File: src/rtl/seg_scan_mux.sv
`default_nettype none
// +------------------------------------------------------------------------+
// | seg_scan_mux : 3-digit segment scanner with per-frame snapshot/blanking |
// | Revision 1.0                                                            |
// +------------------------------------------------------------------------+
module seg_scan_mux #(
   parameter int         SCAN_DIV  = 1000,
   parameter int         BLANK_CYC = 4,
   parameter logic [7:0] SEG_OFF   = 8'hFF,
   parameter int         CNT_W     = 16
) (
   input  logic       Clk,
   input  logic       Reset,
   input  logic       En,
   input  logic       Hold,
   input  logic [7:0] S0,
   input  logic [7:0] S1,
   input  logic [7:0] S2,
   output logic [7:0] Seg,
   output logic [2:0] Dig,
   output logic       Frame
);

   localparam logic [CNT_W-1:0] SHOW_LAST  = CNT_W'(SCAN_DIV - 1);
   localparam logic [CNT_W-1:0] BLANK_LAST = CNT_W'((BLANK_CYC > 0) ? BLANK_CYC - 1 : 0);
   localparam bit               HAS_BLANK  = (BLANK_CYC > 0);
   localparam logic [2:0]       DIG_OFF    = 3'b111;

   typedef enum logic [1:0] {
      IDLE  = 2'd0,
      BLANK = 2'd1,
      SHOW  = 2'd2
   } state_t;

   state_t           state;
   logic [1:0]       idx;
   logic [CNT_W-1:0] cnt;
   logic [7:0]       sh0;
   logic [7:0]       sh1;
   logic [7:0]       sh2;

   logic             show_done;
   logic             blank_done;
   logic             frame_start;
   logic [1:0]       idx_next;
   logic [7:0]       snap0;
   logic [7:0]       snap1;
   logic [7:0]       snap2;

   function automatic logic [2:0] dig_sel(input logic [1:0] i);
      case (i)
         2'd0:    dig_sel = 3'b110;
         2'd1:    dig_sel = 3'b101;
         2'd2:    dig_sel = 3'b011;
         default: dig_sel = 3'b111;
      endcase
   endfunction

   function automatic logic [7:0] seg_sel(input logic [1:0] i, input logic [7:0] a,
                                          input logic [7:0] b, input logic [7:0] c);
      case (i)
         2'd0:    seg_sel = a;
         2'd1:    seg_sel = b;
         2'd2:    seg_sel = c;
         default: seg_sel = SEG_OFF;
      endcase
   endfunction

   always_comb begin
      show_done   = (state == SHOW)  && (cnt == SHOW_LAST);
      blank_done  = (state == BLANK) && (cnt == BLANK_LAST);
      frame_start = En && ((state == IDLE) || (show_done && (idx == 2'd2)));
      idx_next    = idx + 2'd1;
      // Values the shadows will hold after a frame-start edge.
      snap0       = Hold ? sh0 : S0;
      snap1       = Hold ? sh1 : S1;
      snap2       = Hold ? sh2 : S2;
   end

   always_ff @(posedge Clk or posedge Reset) begin
      if (Reset) begin
         state <= IDLE;
         idx   <= 2'd0;
         cnt   <= '0;
         Dig   <= DIG_OFF;
         Seg   <= SEG_OFF;
         Frame <= 1'b0;
         sh0   <= SEG_OFF;
         sh1   <= SEG_OFF;
         sh2   <= SEG_OFF;
      end else if (!En) begin
         state <= IDLE;
         idx   <= 2'd0;
         cnt   <= '0;
         Dig   <= DIG_OFF;
         Seg   <= SEG_OFF;
         Frame <= 1'b0;
      end else if (frame_start) begin
         idx   <= 2'd0;
         cnt   <= '0;
         Frame <= 1'b1;
         sh0   <= snap0;
         sh1   <= snap1;
         sh2   <= snap2;
         if (HAS_BLANK) begin
            state <= BLANK;
            Dig   <= DIG_OFF;
            Seg   <= SEG_OFF;
         end else begin
            state <= SHOW;
            Dig   <= dig_sel(2'd0);
            Seg   <= snap0;
         end
      end else begin
         Frame <= 1'b0;
         case (state)
            BLANK: begin
               if (blank_done) begin
                  state <= SHOW;
                  cnt   <= '0;
                  Dig   <= dig_sel(idx);
                  Seg   <= seg_sel(idx, sh0, sh1, sh2);
               end else begin
                  cnt <= cnt + CNT_W'(1);
               end
            end
            SHOW: begin
               // The idx==2 wrap is taken by the frame_start branch above.
               if (show_done) begin
                  idx <= idx_next;
                  cnt <= '0;
                  if (HAS_BLANK) begin
                     state <= BLANK;
                     Dig   <= DIG_OFF;
                     Seg   <= SEG_OFF;
                  end else begin
                     state <= SHOW;
                     Dig   <= dig_sel(idx_next);
                     Seg   <= seg_sel(idx_next, sh0, sh1, sh2);
                  end
               end else begin
                  cnt <= cnt + CNT_W'(1);
               end
            end
            default: begin
               state <= IDLE;
               idx   <= 2'd0;
               cnt   <= '0;
               Dig   <= DIG_OFF;
               Seg   <= SEG_OFF;
            end
         endcase
      end
   end

endmodule
`default_nettype wire

File: config.mk
export PLATFORM = sky130hd
export DESIGN_NAME = seg_scan_mux
export DESIGN_NICKNAME = d
export VERILOG_FILES = /design/src/rtl/seg_scan_mux.sv
export SDC_FILE = /design/constraint.sdc
export NUM_CORES = 1
export LEC_CHECK = 0
export BUFFER_PORTS_ARGS = -buffer_cell sky130_fd_sc_hd__buf_2
export CAP_MARGIN = 20
export CORE_MARGIN = 2
export CORE_UTILIZATION = 40
export DETAILED_ROUTE_END_ITERATION = 12
export GPL_ROUTABILITY_DRIVEN = 0
export PLACE_DENSITY = 0.66
export SETUP_SLACK_MARGIN = 0.05
export SYNTH_ARGS = -nofsm -noshare
export SYNTH_HDL_FRONTEND = slang
export SYNTH_SLANG_ARGS = --single-unit
File: constraint.sdc
create_clock -name Clk -period 1.9 [get_ports Clk]
set_input_delay 0 -clock Clk [delete_from_list [all_inputs] [get_ports Clk]]
set_output_delay 0 -clock Clk [all_outputs]
set_load 0.005 [all_outputs]
==> impl_metrics.csv <==
group,metric,value,unit
layout,fin_cells,539,
detailed_routing,postRouteAntennaNets,0,
setup_path,critPathMaxFanout,13,
min_path,hold_path_class,"input port to flop",
synthesis,yosysSeqAreaShare,0.422,
sta,skew,0.00700,ns
layout,final_area,0.00440,mm^2
floorplan,top_level_ports,40,
detailed_routing,wire_per_inst,17.9,um
synthesis,synth_area,0.00342,mm^2
floorplan,die-area,0.00931,mm^2
synthesis,synth-seq-cells,56,
synthesis,async_flop_share,1.00,
pwr,total_power,3160,uW
sta,period_share,0.986,
placement,dpl.cell_count,507,
detailed_routing,post-route-drc-count,0,
grt,antenna_found_initial,0,
placement,dp_hpwl,6310,um
floorplan,rows,33,
setup_path,crit_required,2.08,ns
clock_tree,numCtsBuffers,5,
sta,finalHoldViolCount,2,
layout,n_antenna_cell,0,
sta,rsz0062_at_grt,"yes",
setup_path,crit_path_end_kind,"flop",
grt,overflow,0,
synthesis,yosys-top-cells-area,"dfstp_2 (27%), dfrtp_1 (15%), a41oi_1 (5.4%), o311ai_0 (4.9%), ha_1 (4.8%)",
job,drv_cap,0,
floorplan,die_w,96.5,um
clock_tree,cts-root-buf,"clkbuf_8",
synthesis,ys_warn_count,0,
detailed_routing,routed_via_density,6.08,
sta,hold_slack,-0.00959,ns
layout,ff_latch_area,0.00145,mm^2
layout,utilization,0.533,
floorplan,core-area,0.00826,mm^2
placement,placed_area,0.00394,mm^2
detailed_routing,wl,9670,um
grt,grt_use_total,0.203,
layout,fill_cells,746,
layout,num-nets-final,474,
synthesis,syn_avg_cell_area,9.58,um^2
setup_path,worstSetupPathType,"flop to flop",
setup_path,start_kind,"flop",
sta,period_needed,1.87,ns
synthesis,synth_top_area_frac,0.269,
sta,max_freq,0.534,GHz
clock_tree,h-tree-depth,2,
detailed_routing,vias,3278,
layout,areaGrowthSynthToFinish,28.6,%
clock_tree,clk_path_buf_depth,2,
grt,grt_pass1_vias,2881,
detailed_routing,drt_iter0_markers,263,
pwr,peakVddDrop,0.357,mV
synthesis,synth_cell_types,48,
detailed_routing,drt-pass1-iter-count,5,
setup_path,cp.arrival,2.05,ns
grt,grt_start_max_net_pins,51,
clock_tree,tritoncts,"built",
synthesis,synth_fp_nets,398,
sta,finalSetupViolations,0,
sta,maxSlewViolCount,0,
outcome,status,"finished, violations left",
placement,io_buffers,39,
pwr,power_density,718,mW/mm^2
outcome,violations,"hold timing",
synthesis,syn_inst,357,
sta,worst_pin_slew,0.586,ns
layout,multi_input_area,0.00182,mm^2
sta,tns,0,ns
clock_tree,cts_sinks,56,
synthesis,synth_top_area_cell,"dfstp_2",
synthesis,synth_edf_count,0,
layout,drive_gt1_frac,0.343,
sta,slew_headroom,0.609,
synthesis,yosys_most_used_dff,"dfstp_2",
setup_path,rrSetupSlack,0.03,ns
clock_tree,clkTransAtPathRegs,0.11,ns
floorplan,start_util,0.414,
grt,grt_pass1_wl,14700,um
floorplan,die_h,96.5,um
clock_tree,clock_latency,0.32,ns
pwr,p_leak,0.00174,uW
## metal layers
metal,vias to the layer above,track usage,wire [um]
li1,1534,-,-
met1,1601,0.301,4460
met2,136,0.295,4280
met3,7,0.0489,828
met4,0,0.0540,111
met5,-,0,0
## Yosys cell counts, types with 2 or more instances
library cell	n
o311ai_1	5
xor2_1	4
o21ai_1	2
o32a_1	3
a41oi_1	21
nand4_1	26
o21a_1	2
and2_1	2
inv_1	34
buf_4	2
o21ai_0	8
nor4_4	2
buf_2	3
nor2_1	13
a2bb2oi_1	8
a21oi_1	31
o311ai_0	19
nand3_1	8
and3_1	3
dfrtp_1	21
or3_1	4
nor3b_1	7
xnor2_1	6
or4_1	5
nor2b_1	2
buf_1	3
nand2_1	10
a222oi_1	7
and4_1	3
nor3_1	2
clkbuf_1	23
a31oi_1	6
ha_1	13
dfstp_2	35
## worst paths after layout
path	from	to	depth (start not counted)
worst max-delay path	cnt[1]	sh1[5]	6
min in group asynchronous	Reset	Frame	3
worst min register to register	Seg[7]	Seg[7]	1
max in group asynchronous	Reset	sh0[6]	4
worst min-delay path	S1[4]	sh1[4]	3
worst max register to register	cnt[1]	sh1[5]	6
## through the flow
step | hold WS, ns | setup WS, ns
after detailed placement | 0.0972 | -0.0574
after CTS | 0.000990 | -0.00189
after global routing | 0.0182 | -0.0429
after global placement | 0.104 | 0.0308
final | -0.00959 | 0.0262
after floorplan | 0.149 | 0.0949
## layout make-up
class,instances,share of cell area
clock inverters,2,0.00882
inverters,35,0.0299
flip-flops and latches,56,0.328
multi-input cells,234,0.414
well taps,105,0.0299
clock buffers,6,0.0165
repair buffers,101,0.173
## cell families after synthesis
kind of cell             synth area share
adder cells (fa/ha/maj)            0.0476
flip-flops                          0.422
XOR/XNOR                           0.0256
AO/OA/AOI/OAI                       0.259
AND/OR/NAND/NOR                     0.169
buffers and inverters              0.0772
## sequential cells by signal, summed over array words and instances, names as in the netlist, 2 cells and up
register and flops:
idx 2, sh1 8, sh2 8, Seg 8
cnt 16, state 2, sh0 8, Dig 3
## worst max-delay path: stages (launching register included)
cell and delay [ns]:
dfrtp_1 0.41, ha_1 0.23, and3_2 0.27, nand4_4 0.17, nor2_4 0.07, buf_12 0.15, o311ai_0 0.43
## layout by cell type (no fill, tap or decap), types with 8 or more instances in the layout
cell	Yosys	final
o311ai_0	19	18
a41oi_1	21	20
buf_2	3	39
ha_1	13	12
nor2_1	13	13
nand3_1	8	8
dfstp_2	35	35
buf_4	2	36
inv_1	34	33
nand2_1	10	9
nand4_1	26	26
dfrtp_1	21	21
a21oi_1	31	31
dlygate4sd3_1	0	19
## timing repair
item,CTS,global route
cloned,0,1
setup buffers,0,4
hold buffers,19,0
endpoints found under the setup margin,12,56
pin swaps,0,14
endpoints found under the hold margin,20,0
resized for setup,3,27
## power breakdown
part	internal (uW)	total [uW]	switching, uW
clock network	400	832	432
registers	1470	1600	129
logic	325	730	405
(Power assumes the default switching activity.)
